[src/rtl/auto_player.sv]
// auto_player: automatic responder for the game's buttons/lights interface (demo/self-test).
// Each lit mismatch bit is cleared by issuing one clean press/release pulse on the matching
// button line. Scanning repeats until the lights read zero or the press budget runs out.
//
// Ports:
//   i_clock         system clock
//   i_reset         synchronous, active-high reset
//   i_go            single-cycle start pulse, honoured only when idle
//   i_abort         return to idle with buttons released (no done/fail pulse)
//   i_lights        mismatch mask from the player; bit i high = button i must toggle
//   o_buttons       press pulses toward the player (at most one bit high)
//   o_busy          high whenever not idle
//   o_done          one-cycle pulse: lights read zero at a scan
//   o_fail          one-cycle pulse: budget exhausted with lights still nonzero
//   o_press_count   presses issued in the current/last run (saturates at 31)
module auto_player #(
  parameter int unsigned HOLD_CYCLES   = 6,
  parameter int unsigned GAP_CYCLES    = 3,
  parameter int unsigned SETTLE_CYCLES = 2,
  parameter int unsigned MAX_PRESSES   = 16
) (
  input  logic       i_clock,
  input  logic       i_reset,
  input  logic       i_go,
  input  logic       i_abort,
  input  logic [7:0] i_lights,
  output logic [7:0] o_buttons,
  output logic       o_busy,
  output logic       o_done,
  output logic       o_fail,
  output logic [4:0] o_press_count
);

  localparam int unsigned MaxPhase =
      (HOLD_CYCLES > GAP_CYCLES) ?
      ((HOLD_CYCLES > SETTLE_CYCLES) ? HOLD_CYCLES : SETTLE_CYCLES) :
      ((GAP_CYCLES > SETTLE_CYCLES) ? GAP_CYCLES : SETTLE_CYCLES);
  // The counter is loaded with (length - 1) and counts down to zero.
  localparam int unsigned PhW = (MaxPhase <= 2) ? 1 : $clog2(MaxPhase);

  localparam logic [PhW-1:0] HoldLoad   = PhW'(HOLD_CYCLES - 1);
  localparam logic [PhW-1:0] GapLoad    = PhW'(GAP_CYCLES - 1);
  localparam logic [PhW-1:0] SettleLoad = PhW'(SETTLE_CYCLES - 1);
  localparam logic [4:0]     MaxPress   = 5'(MAX_PRESSES);

  typedef enum logic [2:0] {
    StIdle,
    StScan,
    StPress,
    StRelease,
    StSettle,
    StFinish
  } state_t;

  state_t         r_state;
  logic [PhW-1:0] r_phase;
  logic [2:0]     w_idx;

  // Lowest set bit wins: scan from the top so bit 0 is assigned last.
  always_comb begin
    w_idx = 3'd0;
    for (int i = 7; i >= 0; i--) begin
      if (i_lights[i]) w_idx = 3'(i);
    end
  end

  always_ff @(posedge i_clock) begin
    if (i_reset) begin
      r_state       <= StIdle;
      r_phase       <= '0;
      o_buttons     <= '0;
      o_busy        <= 1'b0;
      o_done        <= 1'b0;
      o_fail        <= 1'b0;
      o_press_count <= '0;
    end else begin
      o_done <= 1'b0;
      o_fail <= 1'b0;
      if (i_abort && (r_state != StIdle)) begin
        // press_count deliberately keeps its value for inspection after an abort.
        r_state   <= StIdle;
        r_phase   <= '0;
        o_buttons <= '0;
        o_busy    <= 1'b0;
      end else begin
        unique case (r_state)
          StIdle: begin
            o_buttons <= '0;
            if (i_go && !i_abort) begin
              o_press_count <= '0;
              o_busy        <= 1'b1;
              r_state       <= StScan;
            end
          end
          StScan: begin
            if (i_lights == 8'h00) begin
              o_done  <= 1'b1;
              r_state <= StFinish;
            end else if (o_press_count >= MaxPress) begin
              o_fail  <= 1'b1;
              r_state <= StFinish;
            end else begin
              // Button and count are registered here so both show on the first PRESS cycle.
              o_buttons <= 8'b1 << w_idx;
              if (o_press_count != 5'd31) o_press_count <= o_press_count + 5'd1;
              r_phase <= HoldLoad;
              r_state <= StPress;
            end
          end
          StPress: begin
            if (r_phase == '0) begin
              o_buttons <= '0;
              r_phase   <= GapLoad;
              r_state   <= StRelease;
            end else begin
              r_phase <= r_phase - 1'b1;
            end
          end
          StRelease: begin
            if (r_phase == '0) begin
              r_phase <= SettleLoad;
              r_state <= StSettle;
            end else begin
              r_phase <= r_phase - 1'b1;
            end
          end
          StSettle: begin
            if (r_phase == '0) begin
              r_state <= StScan;
            end else begin
              r_phase <= r_phase - 1'b1;
            end
          end
          StFinish: begin
            o_buttons <= '0;
            o_busy    <= 1'b0;
            r_state   <= StIdle;
          end
          default: begin
            o_buttons <= '0;
            o_busy    <= 1'b0;
            r_state   <= StIdle;
          end
        endcase
      end
    end
  end

endmodule

[config.mk]
export PLATFORM = sky130hd
export DESIGN_NAME = auto_player
export DESIGN_NICKNAME = d
export VERILOG_FILES = /design/src/rtl/auto_player.sv
export SDC_FILE = /design/constraint.sdc
export NUM_CORES = 1
export LEC_CHECK = 0
export BUFFER_PORTS_ARGS = -buffer_cell sky130_fd_sc_hd__buf_2
export CORE_MARGIN = 5
export CORE_UTILIZATION = 40
export DETAILED_ROUTE_END_ITERATION = 8
export PLACE_DENSITY = 0.67
export SYNTH_ARGS = -nofsm -noshare
export SYNTH_HDL_FRONTEND = slang
export SYNTH_SLANG_ARGS = --single-unit
[constraint.sdc]
create_clock -name i_clock -period 2.3 [get_ports i_clock]
set_input_delay 0.23 -clock i_clock [delete_from_list [all_inputs] [get_ports i_clock]]
set_output_delay 0.23 -clock i_clock [all_outputs]
set_load 0.05 [all_outputs]
# [After elaboration in Yosys (flattened, before gate mapping)]
# Index checks and enable logic that the tools add are counted.
[totals] elab_cells=81 register_bits=22 input_bits=12
[op_classes] n_shift=1 n_lt_le_gt_ge=1 n_eq_ne=13 reduce_logical=19 bitwise_logic=4 addsub=2 muxes=34
[op_table] operator="two-way mux 3 bit" count=19
[op_table] operator="two-way mux 8 bit" count=3
[op_table] operator="case mux 8 bit (3 select lines)" count=1
[op_table] operator="two-way mux 5 bit" count=4
[op_table] operator="!= test 2 bit, second input constant" count=8
[op_table] operator="case mux 3 bit (5 select lines)" count=1
[op_table] operator="case mux 3 bit (4 select lines)" count=1
[op_table] operator="AND reduction 4 bit" count=3
[op_table] operator="case mux 5 bit (2 select lines)" count=1
[op_table] operator="zero test 8 bit" count=1
[op_table] operator="OR reduction 4 bit" count=2
[op_table] operator="<< shifter 1 x 3 -> 8 bit, first input constant" count=1
[op_table] operator="equality test 3 x 2 -> 1 bit, second input constant" count=2
[op_table] operator="zero test 3 bit" count=2
[op_table] operator="AND reduction 6 bit" count=1
[op_table] operator="adder 5 x 1 -> 5 bit, second input constant" count=1
[op_table] operator="greater-or-equal comparator 5 bit, second input constant" count=1
[op_table] operator="!= test 5 bit, second input constant" count=1
[op_table] operator="inverter 1 bit" count=4
[op_table] operator="nonzero test 4 bit" count=1
[op_table] operator="OR reduction 2 bit" count=2
[op_table] operator="equality test 3 x 1 -> 1 bit, second input constant" count=1
[op_table] operator="equality test 3 bit, second input constant" count=1
[op_table] operator="two-way mux 1 bit" count=3
[op_table] operator="8 further kinds" count=9

# [Depth between registers and ports, before layout]
[depth] depth_word=12 depth_mapped=7 ltp_nobuf=7

# [Worst setup path after synthesis]
# No wires, ideal clock.
[synth_path] path_kind="reg2reg" start="reg o_press_count[0]" end="reg o_press_count[1]" t_required_ps=2176 path_buffers=0 path_slack_ps=99 path_stages_with_launch=8 arrival_time_ps=2077 setup_ps=124 period_less_slack_ps=2201 cell_sequence="dfxtp_1 -> ha_1 -> and3_1 -> ha_1 -> nand2b_1 -> a2111oi_4 -> a21boi_1 -> o32ai_1"
[synth_between] elab_chain_len=5 elab_cells_between_ends=10
[synth_lines] item="from (decl)" line="31" source="output logic [4:0] o_press_count"
[synth_lines] item="from (signal assigned)" line="105" source="if (o_press_count != 5'd31) o_press_count <= o_press_count + 5'd1;"
[synth_lines] item="adder 5 x 1 -> 5 bit" line="105"
[synth_lines] item="two-way mux 5 bit" line="105"
[synth_lines] item="two-way mux 5 bit" line="99" source="end else if (o_press_count >= MaxPress) begin"
[synth_lines] item="two-way mux 5 bit" line="96" source="if (i_lights == 8'h00) begin"
[synth_lines] item="case mux 5 bit (2 select lines)" line="86" source="unique case (r_state)"
# Several ways; a longest one is shown, not always the timed one. The select of a mux whose other input is x is not followed.
# A chain may end at the register's enable or synchronous reset.

# [Worst setup path after layout]
# Same ends and word-level chain as after synthesis.

==> run summary <==
Clock buffer count from CTS -> 3
Die width -> 68.5 um
Post-synth EDFFs -> 0
Post-synth ARST share -> 0
DP Area -> 1520 um^2
Critical path class -> reg2reg
TritonRoute pass-1 iters -> 4
CP top delay family -> compound AO/OA/AOI/OAI gates
Iteration-0 DRC Markers -> 42
Worst hold stages -> 2
Grt total ovfl -> 0
Crit path capture type -> flop
# rows -> 21
Final Max Slew Viols -> 0
Starting density of the core -> 0.411
Final hold vios -> 0
YS warnings -> 0
Cell Pwr Density -> 575 nW/um^2
Die area -> 4700 um^2
Max_slew headroom -> 0.573
Pre-CTS setup slack -> 0.134 ns
Max-cap viol count -> 0
Setup repair after global routing missed its margin -> no
Final antenna-violating net count -> 0
Mapped Area -> 1370 um^2
CTS root buf -> clkbuf_4
DP Cell Count -> 219
Seq/Total Area, Yosys -> 0.321
Design Area, Final -> 1570 um^2
Hold_buf cts -> 0
Non-filler cells, final -> 225
Core area -> 3340 um^2
Nets@finish -> 198
Setup violators final -> 0
Slack of the critical path -> 0.220 ns
WP buf/inv -> 1
CTS tree -> built
Largest cells by area after synthesis -> dfxtp_1 32%, ha_1 4.6%, nand2b_1 3.2%
CP Max Fanout -> 9
Syn Area/Cell -> 9.07 um^2
Required time of the critical path -> 2.49 ns
Max Freq -> 0.481 GHz
CP dominant cell by count -> ha_1
Avg WL per Cell -> 14.4 um
Leakage power -> 0.600 nW
Pin count of the biggest net entering global routing -> 17
CTS HTree Levels -> 1
Yosys cell types -> 51
Initial antenna violation count -> 0
Vias in the first global route -> 1206
Setup Skew -> 0.00602 ns
CP max stage delay -> 0.36 ns
Fraction of layout cells with a size suffix above 1 -> 0.279
Arrival time at the worst endpoint -> 2.27 ns
Buffers on Ports -> 27
Tcrit/Tclk final -> 0.905
Synth top area share -> 0.321
Final Util -> 0.469
Hold WC Path Type -> in2reg
Crit path depth -> 8
Synth Register Bits -> 22
Post-DP HPWL -> 2440 um
GPL Wtd Cong -> 0.862
GRT Overall Usage -> 0.145
R2R depth -> 8
DR vias -> 1270
P&R area growth vs syn -> 14.3%
CTS clk-pin slew, worst paths -> 0.11 ns
Filler cell count -> 337
CP max stage cell -> dfxtp_1
Remaining DRCs -> 0
Startpoint types -> flop
Clock buffer depth -> 2
Ports -> 28
Post-synth net total -> 168
Status -> finished clean
DRT Wirelength -> 3230 um
Cells along the critical path -> ha_1 > and3_1 > ha_1 > nand2b_1 > a2111oi_4 > buf_4 > a21boi_1 > o32ai_1
Post-synth top flop -> dfxtp_1
Area leader, netlist -> dfxtp_1
Post-Route Setup TNS -> 0 ns
Die height -> 68.5 um
Post-Synthesis Cells -> 151
Final min period -> 2.08 ns
Max VDD drop -> 0.189 mV
Sink Count -> 22
Clk Latency, worst-skew pair -> 0.30 ns
Vias per cell -> 5.64
First-pass GRT wire length -> 5180 um
Ant diodes -> 0
Worst slew pin tran -> 0.639 ns
==> flip-flops by register name, indices dropped and copies added (netlist names) <==
name / cells
o_busy: 1
o_buttons: 8
o_done: 1
o_fail: 1
o_press_count: 5
r_phase: 3
r_state: 3
==> worst reg2reg max path: cells and delay by family, from the launching register on <==
kind | cells | cell delay (ns)
flip-flops | 1 | 0.36
buffers and inverters | 1 | 0.20
adder cells (fa/ha/maj) | 2 | 0.40
AO/OA/AOI/OAI | 3 | 0.65
AND/OR/NAND/NOR | 2 | 0.36
==> layer usage <==
layer | vias to the layer above | share of wire | global-route usage
li1 | 631 | - | -
met1 | 614 | 0.46 | 0.168
met2 | 23 | 0.49 | 0.256
met3 | 2 | 0.039 | 0.0243
met4 | 0 | 0.011 | 0.0670
met5 | - | 0 | 0
==> placed cells by master, fill, tap and decap left out, types with 5 or more instances in the layout <==
cell type / count
buf_2: 27
dfxtp_1: 22
nand2_1: 10
nor2_1: 8
inv_1: 7
nand2b_1: 7
o21ai_0: 6
nand3_1: 6
a21oi_1: 5
o22ai_1: 5
ha_1: 5
==> report_power, final <==
group	leakage [nW]	internal (mW)	total, mW	switching [mW]
sequential	0.178	0.402	0.428	0.0261
combinational	0.408	0.117	0.302	0.185
clock	0.0138	0.0610	0.171	0.110
==> stage by stage <==
stage	total power [mW]	hold slack (ns)
after floorplan	0.660	0.356
after global placement	0.716	0.436
after detailed placement	0.726	0.451
after CTS	0.899	0.211
after global routing	0.961	0.225
final	0.901	0.231
==> synthesized netlist by cell type, drive strengths merged (3+ instances only) <==
cell and count:
nor2 9, nand2 10, nand4 3, a31oi 3, nand2b 8, o21ai 8, buf 6, dfxtp 22
o22ai 5, a211oi 3, ha 5, nand3 6, o31ai 4, a32o 3, inv 7, nor4 3
a21oi 7, nor2b 4
==> layout make-up <==
| type | count | area, um^2 | share of cell area |
|---|---|---|---|
| clock buffers | 3 | 22.5 | 0.0144 |
| inverters | 7 | 26.3 | 0.0168 |
| multi-input cells | 116 | 855 | 0.546 |
| flip-flops and latches | 22 | 440 | 0.281 |
| well taps | 46 | 57.6 | 0.0367 |
| repair buffers | 31 | 165 | 0.105 |
==> path summary, 6_finish.rpt <==
check | end | startpoint | slack (ns)
max | o_press_count[1] | o_press_count[0] | 0.22
min | o_press_count[3] | i_reset | 0.23
max reg2reg | o_press_count[1] | o_press_count[0] | 0.22
min reg2reg | o_buttons[3] | o_buttons[3] | 0.46
==> cells by family after synthesis <==
logic type                 after synthesis  share of synthesized area
AOI/OAI and AO/OA                       51                      0.300
adders and majority gates                5                     0.0457
DFF                                     22                      0.321
and+or+nand+nor                         60                      0.279
buffers and inverters                   13                     0.0548
==> timing repair <==
action,4_1_cts,5_1_grt
gates resized for setup,0,0
buffers inserted,0,3
endpoints found under the setup margin,0,4
Note: power is estimated with default switching activity, not from simulation.
